<file path="config.mk">
export PLATFORM = sky130hd
export DESIGN_NAME = fetch_ctrl_flat
export DESIGN_NICKNAME = d
export VERILOG_FILES = /design/src/rtl/fetch_ctrl_if.sv /design/src/rtl/fetch_ctrl.sv /design/src/flat_wrapper.sv
export SDC_FILE = /design/constraint.sdc
export NUM_CORES = 1
export LEC_CHECK = 0
export BUFFER_PORTS_ARGS = -buffer_cell sky130_fd_sc_hd__buf_2
export CORE_ASPECT_RATIO = 1.25
export CORE_MARGIN = 5
export CORE_UTILIZATION = 52
export DETAILED_ROUTE_END_ITERATION = 8
export GPL_TIMING_DRIVEN = 0
export HOLD_SLACK_MARGIN = 0.12
export PLACE_DENSITY = 0.91
export SLEW_MARGIN = 20
export SYNTH_ARGS = -nofsm -noshare
export SYNTH_HDL_FRONTEND = slang
export SYNTH_SLANG_ARGS = --single-unit
</file>
<file path="constraint.sdc">
create_clock -name clk -period 2.9 [get_ports clk]
set_clock_uncertainty 0.05 [all_clocks]
set_input_delay 0.58 -clock clk [delete_from_list [all_inputs] [get_ports clk]]
set_output_delay 0.58 -clock clk [all_outputs]
set_load 0.005 [all_outputs]
</file>
<file path="src/rtl/fetch_ctrl_if.sv">
// fetch_ctrl_if
// Groups the fetch-stage control bus between the fetch sequencing controller
// and its neighbours (program_counter, hazard unit, EX redirect, pipeline regs).
//
// Signals (direction as seen by the controller, i.e. the slave modport):
//   pc_i              in   XLEN  current PC from program_counter
//   stall_i           in   1     load-use stall request
//   freeze_i          in   1     global freeze of the front end
//   redirect_valid_i  in   1     EX resolved a taken branch/jump
//   redirect_target_i in   XLEN  redirect target PC
//   halt_i            in   1     halt request
//   resume_i          in   1     leave HALT
//   pc_we_o           out  1     program_counter write enable
//   pc_next_o         out  XLEN  next PC
//   ifid_we_o         out  1     IF/ID register enable
//   ifid_flush_o      out  1     IF/ID bubble insert
//   idex_flush_o      out  1     ID/EX bubble insert
//   misaligned_o      out  1     misaligned redirect pulse
//   state_o           out  2     BOOT=0, RUN=1, HALT=2
//   fetch_count_o     out  32    PC advances made in RUN
interface fetch_ctrl_if #(
  parameter int XLEN = 32
);
  logic [XLEN-1:0] pc_i;
  logic            stall_i;
  logic            freeze_i;
  logic            redirect_valid_i;
  logic [XLEN-1:0] redirect_target_i;
  logic            halt_i;
  logic            resume_i;
  logic            pc_we_o;
  logic [XLEN-1:0] pc_next_o;
  logic            ifid_we_o;
  logic            ifid_flush_o;
  logic            idex_flush_o;
  logic            misaligned_o;
  logic [1:0]      state_o;
  logic [31:0]     fetch_count_o;

  // Driven by the surrounding core (or a testbench).
  modport master (
    output pc_i, stall_i, freeze_i, redirect_valid_i, redirect_target_i,
           halt_i, resume_i,
    input  pc_we_o, pc_next_o, ifid_we_o, ifid_flush_o, idex_flush_o,
           misaligned_o, state_o, fetch_count_o
  );

  // Used by the fetch controller itself.
  modport slave (
    input  pc_i, stall_i, freeze_i, redirect_valid_i, redirect_target_i,
           halt_i, resume_i,
    output pc_we_o, pc_next_o, ifid_we_o, ifid_flush_o, idex_flush_o,
           misaligned_o, state_o, fetch_count_o
  );
endinterface

</file>
<file path="src/rtl/fetch_ctrl.sv">
// fetch_ctrl
// Cycle-by-cycle sequencing of the instruction-fetch stage. Chooses between
// sequential fetch, EX redirects, load-use stalls, global freezes and halts,
// and drives the PC write enable / next PC plus IF/ID and ID/EX enables and
// flushes. Holds a post-reset BOOT window and a HALT state with resume.
//
// Ports:
//   clk    in  core clock, rising-edge
//   rst_n  in  asynchronous active-low reset
//   bus    fetch_ctrl_if.slave, see fetch_ctrl_if.sv for the signal list
//
// Parameters:
//   XLEN        PC width (must match the interface)
//   RESET_PC    PC value driven while not fetching from a live PC
//   BOOT_CYCLES cycles spent in BOOT after reset release (1..255)
module fetch_ctrl #(
  parameter int              XLEN        = 32,
  parameter logic [XLEN-1:0] RESET_PC    = '0,
  parameter int              BOOT_CYCLES = 4
) (
  input  logic         clk,
  input  logic         rst_n,
  fetch_ctrl_if.slave  bus
);

  typedef enum logic [1:0] {
    ST_BOOT = 2'd0,
    ST_RUN  = 2'd1,
    ST_HALT = 2'd2
  } state_t;

  localparam logic [7:0] BOOT_LAST = 8'(BOOT_CYCLES - 1);

  state_t          state_q, state_d;
  logic [7:0]      boot_cnt_q, boot_cnt_d;
  logic            pend_valid_q, pend_valid_d;
  logic [XLEN-1:0] pend_target_q, pend_target_d;
  logic [31:0]     fetch_count_q;

  logic            pc_we;
  logic [XLEN-1:0] pc_next;
  logic            ifid_we;
  logic            ifid_flush;
  logic            idex_flush;
  logic            misaligned;

  // A live redirect always beats one parked during a freeze, since the live
  // one comes from a younger branch resolution.
  logic            eff_valid;
  logic [XLEN-1:0] eff_target;

  assign eff_valid  = bus.redirect_valid_i | pend_valid_q;
  assign eff_target = bus.redirect_valid_i ? bus.redirect_target_i : pend_target_q;

  // State, boot counter, parked redirect and fetch counter registers.
  always_ff @(posedge clk or negedge rst_n) begin
    if (!rst_n) begin
      state_q       <= ST_BOOT;
      boot_cnt_q    <= '0;
      pend_valid_q  <= 1'b0;
      pend_target_q <= '0;
      fetch_count_q <= '0;
    end else begin
      state_q       <= state_d;
      boot_cnt_q    <= boot_cnt_d;
      pend_valid_q  <= pend_valid_d;
      pend_target_q <= pend_target_d;
      if (pc_we) begin
        fetch_count_q <= fetch_count_q + 32'd1;
      end
    end
  end

  // Next-state and Mealy outputs. In RUN the priority chain is
  // halt > misaligned redirect > freeze > redirect > stall > sequential.
  // A redirect overrides a stall because the stalled instruction is on the
  // wrong path anyway.
  always_comb begin
    state_d       = state_q;
    boot_cnt_d    = boot_cnt_q;
    pend_valid_d  = pend_valid_q;
    pend_target_d = pend_target_q;
    pc_we         = 1'b0;
    pc_next       = RESET_PC;
    ifid_we       = 1'b0;
    ifid_flush    = 1'b0;
    idex_flush    = 1'b0;
    misaligned    = 1'b0;

    unique case (state_q)
      ST_BOOT: begin
        ifid_flush = 1'b1;
        idex_flush = 1'b1;
        boot_cnt_d = boot_cnt_q + 8'd1;
        if (boot_cnt_q == BOOT_LAST) begin
          state_d = ST_RUN;
        end
      end

      ST_RUN: begin
        if (bus.halt_i) begin
          ifid_flush   = 1'b1;
          idex_flush   = 1'b1;
          pend_valid_d = 1'b0;
          state_d      = ST_HALT;
        end else if (eff_valid && (eff_target[1:0] != 2'b00)) begin
          misaligned   = 1'b1;
          ifid_flush   = 1'b1;
          idex_flush   = 1'b1;
          pend_valid_d = 1'b0;
          state_d      = ST_HALT;
        end else if (bus.freeze_i) begin
          // Park the newest redirect so it is applied once the freeze lifts.
          if (bus.redirect_valid_i) begin
            pend_valid_d  = 1'b1;
            pend_target_d = bus.redirect_target_i;
          end
        end else if (eff_valid) begin
          pc_we        = 1'b1;
          pc_next      = eff_target;
          ifid_flush   = 1'b1;
          idex_flush   = 1'b1;
          pend_valid_d = 1'b0;
        end else if (bus.stall_i) begin
          idex_flush = 1'b1;
        end else begin
          pc_we   = 1'b1;
          ifid_we = 1'b1;
          pc_next = bus.pc_i + XLEN'(4);
        end
      end

      ST_HALT: begin
        ifid_flush = 1'b1;
        idex_flush = 1'b1;
        if (bus.resume_i) begin
          state_d = ST_RUN;
        end
      end

      default: begin
        state_d = ST_BOOT;
      end
    endcase
  end

  assign bus.pc_we_o       = pc_we;
  assign bus.pc_next_o     = pc_next;
  assign bus.ifid_we_o     = ifid_we;
  assign bus.ifid_flush_o  = ifid_flush;
  assign bus.idex_flush_o  = idex_flush;
  assign bus.misaligned_o  = misaligned;
  assign bus.state_o       = state_q;
  assign bus.fetch_count_o = fetch_count_q;

endmodule

</file>
<file path="src/flat_wrapper.sv">
// flat-port wrapper written by rule: the top's interface ports become plain ports
module fetch_ctrl_flat 
#(
  parameter int              XLEN        = 32,
  parameter logic [XLEN-1:0] RESET_PC    = '0,
  parameter int              BOOT_CYCLES = 4
)
  (clk, rst_n, bus_pc_i, bus_stall_i, bus_freeze_i, bus_redirect_valid_i, bus_redirect_target_i, bus_halt_i, bus_resume_i, bus_pc_we_o, bus_pc_next_o, bus_ifid_we_o, bus_ifid_flush_o, bus_idex_flush_o, bus_misaligned_o, bus_state_o, bus_fetch_count_o);
  fetch_ctrl_if #(.XLEN(XLEN)) bus_i ();
  input  logic clk;
  input  logic rst_n;
  input wire logic [$bits(bus_i.pc_i)-1:0] bus_pc_i;
  input wire logic [$bits(bus_i.stall_i)-1:0] bus_stall_i;
  input wire logic [$bits(bus_i.freeze_i)-1:0] bus_freeze_i;
  input wire logic [$bits(bus_i.redirect_valid_i)-1:0] bus_redirect_valid_i;
  input wire logic [$bits(bus_i.redirect_target_i)-1:0] bus_redirect_target_i;
  input wire logic [$bits(bus_i.halt_i)-1:0] bus_halt_i;
  input wire logic [$bits(bus_i.resume_i)-1:0] bus_resume_i;
  output wire logic [$bits(bus_i.pc_we_o)-1:0] bus_pc_we_o;
  output wire logic [$bits(bus_i.pc_next_o)-1:0] bus_pc_next_o;
  output wire logic [$bits(bus_i.ifid_we_o)-1:0] bus_ifid_we_o;
  output wire logic [$bits(bus_i.ifid_flush_o)-1:0] bus_ifid_flush_o;
  output wire logic [$bits(bus_i.idex_flush_o)-1:0] bus_idex_flush_o;
  output wire logic [$bits(bus_i.misaligned_o)-1:0] bus_misaligned_o;
  output wire logic [$bits(bus_i.state_o)-1:0] bus_state_o;
  output wire logic [$bits(bus_i.fetch_count_o)-1:0] bus_fetch_count_o;
  assign bus_i.pc_i = bus_pc_i;
  assign bus_i.stall_i = bus_stall_i;
  assign bus_i.freeze_i = bus_freeze_i;
  assign bus_i.redirect_valid_i = bus_redirect_valid_i;
  assign bus_i.redirect_target_i = bus_redirect_target_i;
  assign bus_i.halt_i = bus_halt_i;
  assign bus_i.resume_i = bus_resume_i;
  assign bus_pc_we_o = bus_i.pc_we_o;
  assign bus_pc_next_o = bus_i.pc_next_o;
  assign bus_ifid_we_o = bus_i.ifid_we_o;
  assign bus_ifid_flush_o = bus_i.ifid_flush_o;
  assign bus_idex_flush_o = bus_i.idex_flush_o;
  assign bus_misaligned_o = bus_i.misaligned_o;
  assign bus_state_o = bus_i.state_o;
  assign bus_fetch_count_o = bus_i.fetch_count_o;
  fetch_ctrl #(.XLEN(XLEN), .RESET_PC(RESET_PC), .BOOT_CYCLES(BOOT_CYCLES)) u_core (.clk(clk), .rst_n(rst_n), .bus(bus_i));
endmodule
</file>
==> impl_results.md <==
* Hold Violations, Final at 0
* DPL Wire Length at 10400 um
* # diodes at 0
* Setup_tns at 0 ns
* Largest net degree at the start of global routing at 45
* First-pass GRT wire length at 21800 um
* Worst skew pair latency at 0.36 ns
* DRT Pass-1 Iters at 5
* Power share of the combinational group at 26.4%
* First DRT Iteration DRCs at 284
* Placer Congestion at 0.929
* P_sw at 1040 uW
* P_int at 2320 uW
* Die height at 114 um
* Residual DRC at 0
* CTS tree: built
* Worst-margin pin slew at 0.621 ns
* Final setup violating endpoints at 0
* Width of the die at 93.6 um
* Hold crit path type: in -> reg
* Area of the multi-input gates at 2640 sq um
* Placed insts at 749
* Status: completed
* CTS max path bufs at 2
* Mapped Nets at 561
* Synth warn at 0
* Area grow syn2layout at 29.1%
* Distinct cells, synth at 43
* Commonest non-fill, non-tap cell in the layout: buf_2
* Design area at 5860 sq um
* ANT nets after route at 0
* Root Driver: clkbuf_8
* CP startpoint kind: input pin
* I/O Buffers at 141
* Final worst-path setup slack at 0.00934 ns
* Num CTS Buffers at 9
* Min Tclk post-route at 2.89 ns
* Reg area at 1880 sq um
* Net Sw Frac at 31.0%
* Slew Limit Fails at 0
* WP data arrival at 2.26 ns
* Initial antenna violation count at 0
* Row count at 38
* Total Die Area at 10700 sq um
* Via-to-Cell Ratio at 5.83
* Most frequent cells in the layout: 143 x buf_2, 75 x dfrtp_1, 53 x nand2_1, 50 x nor2_1, 45 x xnor2_1
* Number of flops mapped to enable cells by yosys at 0
* Share of cells above drive strength 1 at 35.7%
* IR drop worst, VDD at 0.381 mV
* Post-Syn Area at 4540 sq um
* Max Cap Violations at 0
* Clock sink count at 75
* Syn Inst Count at 487
* Placed Area at 5420 sq um
* Crit path capture type: output pin
* RSZ-0062 raised after global routing: true
* Pwr Density at 573 nW/um^2
* Setup CP Type: in -> out
* Clk slew on worst S/H paths at 0.08 ns
* Seq cells post-synth at 75
* H-tree depth at 3
* Non-Filler Instances at 770
* Gr ovfl total at 0
* Slew HR at 58.6%
* Clk pwr share at 29.9%
* Pre-CTS setup slack at -0.197 ns
* Vias in the first global route at 4606
* Final Cycle Share at 99.7%
* Fillers at 653
* IO Pins at 142
* Prevailing post-synth register cell: dfrtp_1
* Via Count at 4491
* Max Freq at 346 MHz
* Starting density of the core at 52.7%
* Register area share after synthesis at 41.4%
* Hold_ws at 0.416 ns
* Routed len/inst at 18.2 um
* Mean Syn Cell Area at 9.32 sq um
* All-layer global routing usage at 25.7%
* NumNets Final at 720
* Register share of total power at 43.8%
* CP required at 2.27 ns
* Core ar. at 8610 sq um
* Final wirelength at 14000 um
* Max FO, Critical Path at 10
* FFs w/ async S/R, synth at 100%
* Leak at 0.00280 uW
## layout make-up
cell class / instances / area share [%]
flip-flops and latches: 75 / 32.0
plain buffers: 21 / 1.92
clock inverters: 4 / 1.67
repair buffers: 149 / 13.4
clock buffers: 11 / 2.58
well taps: 120 / 2.56
inverters: 10 / 0.705
multi-input cells: 380 / 45.1
## sequential cells by signal, indices dropped and copies added (netlist names)
signal,count
u_core.bus.state_o,2
u_core.pend_valid_q,1
u_core.bus.fetch_count_o,32
u_core.pend_target_q,32
u_core.boot_cnt_q,8
## worst paths after layout
path | from | endpoint | slack, ns | cells past startpoint
min in group asynchronous | rst_n | u_core.bus.fetch_count_o[30] | 0.63 | 2
hold reg to reg | u_core.boot_cnt_q[7] | u_core.boot_cnt_q[7] | 0.43 | 1
max in group asynchronous | rst_n | u_core.pend_target_q[25] | 1.58 | 3
setup reg to reg | u_core.bus.state_o[1] | u_core.pend_target_q[22] | 0.77 | 6
hold / removal | bus_redirect_target_i[31] | u_core.pend_target_q[31] | 0.42 | 2
setup / recovery | bus_pc_i[17] | bus_pc_next_o[29] | 0.009 | 8
## timing repair
| item | in CTS | in global routing |
|---|---|---|
| setup endpoints to repair | 30 | 30 |
| pin swaps | 4 | 5 |
| hold buffers | 1 | 0 |
| gates resized for setup | 11 | 34 |
| setup buffers | 3 | 3 |
| endpoints found under the hold margin | 31 | 0 |
## power groups by stage
stage / sequential [uW] / combinational [uW] / clock, uW
floorplan: 1440 / 555 / 0
global placement: 1450 / 796 / 0
detailed placement: 1480 / 846 / 0
CTS: 1460 / 871 / 1010
global route: 1500 / 989 / 1060
finish: 1470 / 885 / 1000
## cell families after synthesis
| group | synth area share, % |
|---|---|
| DFF | 41.4 |
| muxes | 9.46 |
| buffers and inverters | 2.92 |
| and+or+nand+nor | 24.1 |
| adders and majority gates | 0.827 |
| xor gates and xnor gates | 11.6 |
| AOI/OAI and AO/OA | 9.79 |
## Yosys cell counts (11+ instances only)
cell,n,share of area (%)
a21oi_1,23,2.5
mux2_2,31,7.7
o22ai_1,15,2.1
o21ai_0,11,1.2
xnor2_1,45,8.7
nor2_1,50,4.1
nand4_1,27,3.7
dfrtp_1,75,41
nand2_1,55,4.5
xor2_1,15,2.9
nor3_1,12,1.3
nand3_1,17,1.9
clkbuf_1,12,0.99
## critical path: stages
cell and delay (ns):
buf_2 0.14, nand4_1 0.11, or4_4 0.57, buf_8 0.17
nor3_1 0.30, xnor2_1 0.16, o22ai_1 0.10, buf_2 0.13
## per-stage QoR
step	total power [uW]	util [%]
after floorplan	1990	-
after global placement	2250	62.7
after detailed placement	2330	62.9
after CTS	3340	66.7
after global routing	3550	68.1
final	3360	68.1
## per-layer routing
| layer | global-route usage, % | part of all wire, % |
|---|---|---|
| met5 | 0 | 0 |
| met4 | 10.5 | 3.2 |
| met3 | 6.71 | 8.4 |
| met2 | 45.1 | 50 |
| met1 | 29.7 | 38 |
(Power assumes the default switching activity.)
